File: config.mk
export PLATFORM = sky130hd
export DESIGN_NAME = rgmii_tx_arbiter
export DESIGN_NICKNAME = d
export VERILOG_FILES = /design/src/rtl/rgmii_tx_arbiter.sv
export SDC_FILE = /design/constraint.sdc
export NUM_CORES = 1
export LEC_CHECK = 0
export ABC_AREA = 0
export ABC_CLOCK_PERIOD_IN_PS = 2510
export BUFFER_PORTS_ARGS = -buffer_cell sky130_fd_sc_hd__buf_2
export CORE_ASPECT_RATIO = 1.5
export CORE_UTILIZATION = 30
export DETAILED_ROUTE_END_ITERATION = 6
export PLACE_DENSITY = 0.54
export SETUP_SLACK_MARGIN = 0.15
export SYNTH_ARGS = -nofsm -noshare
export SYNTH_HDL_FRONTEND = slang
export SYNTH_SLANG_ARGS = --single-unit
File: constraint.sdc
create_clock -name clk -period 2.51 [get_ports clk]
set_input_delay 0 -clock clk [delete_from_list [all_inputs] [get_ports clk]]
set_output_delay 0 -clock clk [all_outputs]
set_load 0.01 [all_outputs]
File: src/rtl/rgmii_tx_arbiter.sv
// rtl/rgmii_tx_arbiter.sv - two-requester round-robin frame arbiter feeding a GMII/RGMII transmit path
//
// Purpose: picks one of two AXI-stream frame sources, prefixes each frame with
// a 7-byte preamble and SFD, forwards the bytes onto the GMII transmit bus,
// marks bad or underflowed frames with tx_er and enforces an inter-frame gap.
//
// Ports:
//   clk, rst                    byte clock, asynchronous active-high reset
//   s0_axis_* / s1_axis_*       frame sources (tdata, tvalid, tready, tlast, tuser = bad frame)
//   gmii_txd/tx_en/tx_er        registered transmit bus toward the PHY adapter
//   grant                       registered index of the current/last owner (1 after reset)
//   frame_done, frame_error     registered single-cycle status pulses

module rgmii_tx_arbiter #(
  parameter int IFG_BYTES = 12
) (
  input  logic       clk,
  input  logic       rst,
  input  logic [7:0] s0_axis_tdata,
  input  logic       s0_axis_tvalid,
  output logic       s0_axis_tready,
  input  logic       s0_axis_tlast,
  input  logic       s0_axis_tuser,
  input  logic [7:0] s1_axis_tdata,
  input  logic       s1_axis_tvalid,
  output logic       s1_axis_tready,
  input  logic       s1_axis_tlast,
  input  logic       s1_axis_tuser,
  output logic [7:0] gmii_txd,
  output logic       gmii_tx_en,
  output logic       gmii_tx_er,
  output logic       grant,
  output logic       frame_done,
  output logic       frame_error
);

  typedef enum logic [2:0] {
    IDLE,
    PREAMBLE,
    DATA,
    DROP,
    IFG
  } state_t;

  localparam logic [7:0] IFG_LAST = 8'(IFG_BYTES);

  state_t     state, state_d;
  logic [7:0] cnt, cnt_d;
  logic       grant_d;
  logic [7:0] txd_d;
  logic       tx_en_d, tx_er_d, done_d, error_d;

  // Mux of the granted source.
  logic [7:0] sel_data;
  logic       sel_valid, sel_last, sel_user;

  assign sel_data  = grant ? s1_axis_tdata  : s0_axis_tdata;
  assign sel_valid = grant ? s1_axis_tvalid : s0_axis_tvalid;
  assign sel_last  = grant ? s1_axis_tlast  : s0_axis_tlast;
  assign sel_user  = grant ? s1_axis_tuser  : s0_axis_tuser;

  // DATA is entered on the edge that launches the SFD, so tready is already
  // high while the SFD is on the wire and the first byte lands right after it.
  logic accepting;
  assign accepting      = (state == DATA) || (state == DROP);
  assign s0_axis_tready = accepting && !grant;
  assign s1_axis_tready = accepting &&  grant;

  always_ff @(posedge clk or posedge rst) begin
    if (rst) begin
      state       <= IDLE;
      cnt         <= 8'd0;
      grant       <= 1'b1;
      gmii_txd    <= 8'h00;
      gmii_tx_en  <= 1'b0;
      gmii_tx_er  <= 1'b0;
      frame_done  <= 1'b0;
      frame_error <= 1'b0;
    end else begin
      state       <= state_d;
      cnt         <= cnt_d;
      grant       <= grant_d;
      gmii_txd    <= txd_d;
      gmii_tx_en  <= tx_en_d;
      gmii_tx_er  <= tx_er_d;
      frame_done  <= done_d;
      frame_error <= error_d;
    end
  end

  always_comb begin
    state_d = state;
    cnt_d   = cnt;
    grant_d = grant;
    txd_d   = 8'h00;
    tx_en_d = 1'b0;
    tx_er_d = 1'b0;
    done_d  = 1'b0;
    error_d = 1'b0;

    case (state)
      IDLE: begin
        if (s0_axis_tvalid || s1_axis_tvalid) begin
          state_d = PREAMBLE;
          cnt_d   = 8'd0;
          // Contention goes to whichever port did not own the last frame.
          if (s0_axis_tvalid && s1_axis_tvalid) begin
            grant_d = !grant;
          end else begin
            grant_d = s1_axis_tvalid;
          end
        end
      end

      PREAMBLE: begin
        tx_en_d = 1'b1;
        if (cnt == 8'd7) begin
          txd_d   = 8'hD5;
          state_d = DATA;
        end else begin
          txd_d = 8'h55;
          cnt_d = cnt + 8'd1;
        end
      end

      DATA: begin
        tx_en_d = 1'b1;
        if (sel_valid) begin
          txd_d = sel_data;
          if (sel_last) begin
            tx_er_d = sel_user;
            done_d  = !sel_user;
            error_d = sel_user;
            state_d = IFG;
            cnt_d   = 8'd0;
          end
        end else begin
          // Source ran dry mid-frame: poison the frame with one error byte
          // and silently drain whatever is left of it.
          tx_er_d = 1'b1;
          error_d = 1'b1;
          state_d = DROP;
        end
      end

      DROP: begin
        if (sel_valid && sel_last) begin
          state_d = IFG;
          cnt_d   = 8'd0;
        end
      end

      IFG: begin
        if (cnt >= IFG_LAST) begin
          state_d = IDLE;
        end else begin
          cnt_d = cnt + 8'd1;
        end
      end

      default: state_d = IDLE;
    endcase
  end

endmodule
==> key figures <==
Outcome
  – Status: complete, no violations

Timing
  – Rel. slew slack: 40.2%
  – Min Clock Period, post-route: 2.10 ns
  – RSZ-0062 raised after global routing: false
  – Hold_ws: 0.00187 ns
  – Pins over their slew limit: 0
  – Max Clock Freq: 477 MHz
  – Worst-margin pin slew: 0.897 ns
  – Final hold vios: 0
  – Tcrit/Tclk final: 83.6%
  – Setup violations, final: 0
  – Setup TNS: 0 ns
  – Final Skew: 0.00971 ns

Logic synthesis
  – Syn_nets: 156
  – EDFF count, synth: 0
  – Synth unique cells: 46
  – Synth Cell Area: 1320 sq um
  – YS warnings: 0
  – Synth Area per Inst: 10.2 sq um
  – Ys flop type: dfrtp_1
  – Top cell type's share of synthesized area: 41.6%
  – Synthesized instance count: 130
  – Area contributors post-synth: dfrtp_1 (42%), mux2i_1 (7.6%), a221o_1 (3.8%)
  – Post-synth top area cell: dfrtp_1
  – Post-synthesis sequential area ratio: 43.6%
  – Post-synth ARST share: 100%
  – Synth Register Bits: 23

Critical path
  – Reg2Reg Depth: 5
  – Critical R2R Capture: state[0]
  – Crit path required time: 2.67 ns
  – Worst r2r src: state[1]
  – Critical path arrival: 2.26 ns
  – R2R Setup Slk: 0.41 ns
  – Crit. End Element: flip-flop
  – Element type at the critical path start: flip-flop
  – CP max FO: 12
  – Setup CP Type: flip-flop to flip-flop

Route
  – DR WL/cell: 13.7 um
  – Routed vias: 1109
  – Initial DRC Count: 30
  – Routed Antenna Nets: 0
  – Total Wirelength: 3000 um
  – Drc violations: 0
  – 1st-pass router iterations: 4
  – Vias/cell: 5.06

Floorplanning
  – # IOs: 39
  – Initial Util: 31.2%
  – Die area: 4690 sq um
  – Die X: 56.2 um
  – Die height: 83.4 um
  – FP Rows: 29
  – Core footprint: 4250 sq um

CTS
  – Worst-Skew Late Latency: 0.27 ns
  – CTS buffer count: 3
  – Clk buf depth: 2
  – Post-CTS setup repair buffer count: 0
  – Max H-tree Level: 1
  – Clock-pin slew on the worst setup and hold paths: 0.09 ns
  – Sinks on Clock Net: 23
  – Root Buffer: clkbuf_8
  – CTS tree: yes

GRT
  – Largest net degree at the start of global routing: 24
  – Initial antenna violation count: 0
  – Number of global-route vias before repair: 1159
  – Global route total overflow: 0
  – First-pass GRT wire length: 5030 um
  – Overall routing resource usage: 13.4%

Layout
  – FILL cells: 424
  – Area of the multi-input gates: 667 sq um
  – Final #Nets: 200
  – Layout cells sized above 1: 33.5%
  – Register area: 577 sq um
  – Ant. Diodes: 0
  – Area growth from synthesis to layout: 23.2%
  – Fin util: 38.4%

Power
  – Pwr dens: 1000 nW/um^2
  – Leakage: 0.833 nW
  – Worst VDD drop: 448 uV

Hold path
  – Hold path depth: 3
  – Worst min-delay path class: input port to flip-flop
  – Worst Hold Launch: s0_axis_tdata[3]
  – Hold EP: gmii_txd[3]

Run
  – Max-cap violation count: 0

Placed design
  – Detailed Place HPWL: 2290 um
  – Routability cong.: 0.756
  – IO Port Bufs: 38
[critical path: stages, from the launching register on]
cell and delay, ns:
dfrtp_1 0.56, or3b_1 0.44, o21bai_2 0.30, o22a_1 0.21
nand3_1 0.13, mux2_1 0.34
[synth_stat cells (2+ instances only)]
| cell type | instances |
|---|---|
| dfrtp_1 | 22 |
| nand2_1 | 10 |
| clkbuf_8 | 3 |
| a31oi_1 | 2 |
| ha_1 | 2 |
| and3_2 | 3 |
| nand2b_1 | 2 |
| o21ai_0 | 8 |
| a21oi_1 | 5 |
| inv_1 | 6 |
| nor2_1 | 10 |
| nand4_1 | 2 |
| mux2i_1 | 10 |
| or2b_2 | 2 |
| nand3_1 | 3 |
| nor3_1 | 6 |
| a221o_1 | 5 |
[flip-flops by register name, summed over array words and instances, names as in the netlist]
name / flops
cnt: 8
gmii_txd: 8
state: 3
grant: 1
gmii_tx_en: 1
frame_error: 1
frame_done: 1
[layer usage]
metal | part of all wire, % | wire length [um] | GRT usage, % | vias to the layer above
li1 | - | - | - | 559
met1 | 43 | 1290 | 15.7 | 519
met2 | 52 | 1570 | 24.1 | 27
met3 | 3.4 | 102 | 1.87 | 4
met4 | 1.3 | 38 | 5.32 | 0
met5 | 0 | 0 | 0 | -
[layout make-up]
cell class	instances	share of cell area, %
Inverter	6	1.38
Timing Repair Buffer	45	15.8
Clock buffer	3	2.53
Clock inverter	1	0.460
Multi-Input combinational cell	95	40.9
Tap cell	46	3.53
Sequential cell	23	35.4
[placed cells by master, fill, tap and decap left out, types with 2 or more instances in the layout]
cell type      netlist  routed
dlygate4sd3_1        0       6
clkbuf_8             3       3
inv_1                6       6
nor2_1              10      10
a221o_1              5       5
nand2b_1             2       2
nand2_1             10      10
or2b_2               2       2
a31oi_1              2       2
mux2i_1             10      10
ha_1                 2       2
o21ai_0              8       8
buf_2                1      38
nor3_1               6       6
dfrtp_1             22      22
nand4_1              2       2
and3_2               3       3
nand3_1              3       3
a21oi_1              5       5
[timing repair]
item / 4_1_cts / 5_1_grt
hold buffers: 6 / 0
endpoints found under the hold margin: 25 / 0
resized for setup: 0 / 0
[metrics by stage]
step	total power, mW	setup WS [ns]	cells	instance area [sq um]
2_1_floorplan	1.21	0.669	130	1320
3_3_place_gp	1.36	0.516	209	1520
3_5_place_dp	1.39	0.450	209	1520
4_1_cts	1.65	0.424	219	1630
5_1_grt	1.77	0.287	219	1630
6_report	1.64	0.412	219	1630
[worst max-delay path by stage]
stage               end  slack (ns)  startpoint  cells after the start
2_1_floorplan    cnt[2]        0.67       grant                      6
3_3_place_gp   state[0]        0.52    state[1]                      5
3_5_place_dp   state[0]        0.45    state[1]                      5
4_1_cts        state[0]        0.42    state[1]                      5
5_1_grt        state[0]        0.29    state[1]                      5
6_report       state[0]        0.41    state[1]                      5
[cells by family (layout without fill, tap and decap cells)]
group	count (synthesis)	count (layout)	share of synthesized area (%)
muxes	12	12	9.26
xor gates and xnor gates	1	1	0.662
adders and majority gates	2	2	1.89
DFF	23	23	43.6
and+or+nand+nor	51	51	22.7
AOI/OAI and AO/OA	29	29	15.9
buffers and inverters	12	55	6.05
[report_power, final]
| group | switching [mW] | internal (mW) |
|---|---|---|
| Clock | 0.129 | 0.112 |
| Sequential | 0.123 | 0.487 |
| Combinational | 0.432 | 0.352 |
| Total | 0.684 | 0.952 |
Power figures use the tool's default switching activity.
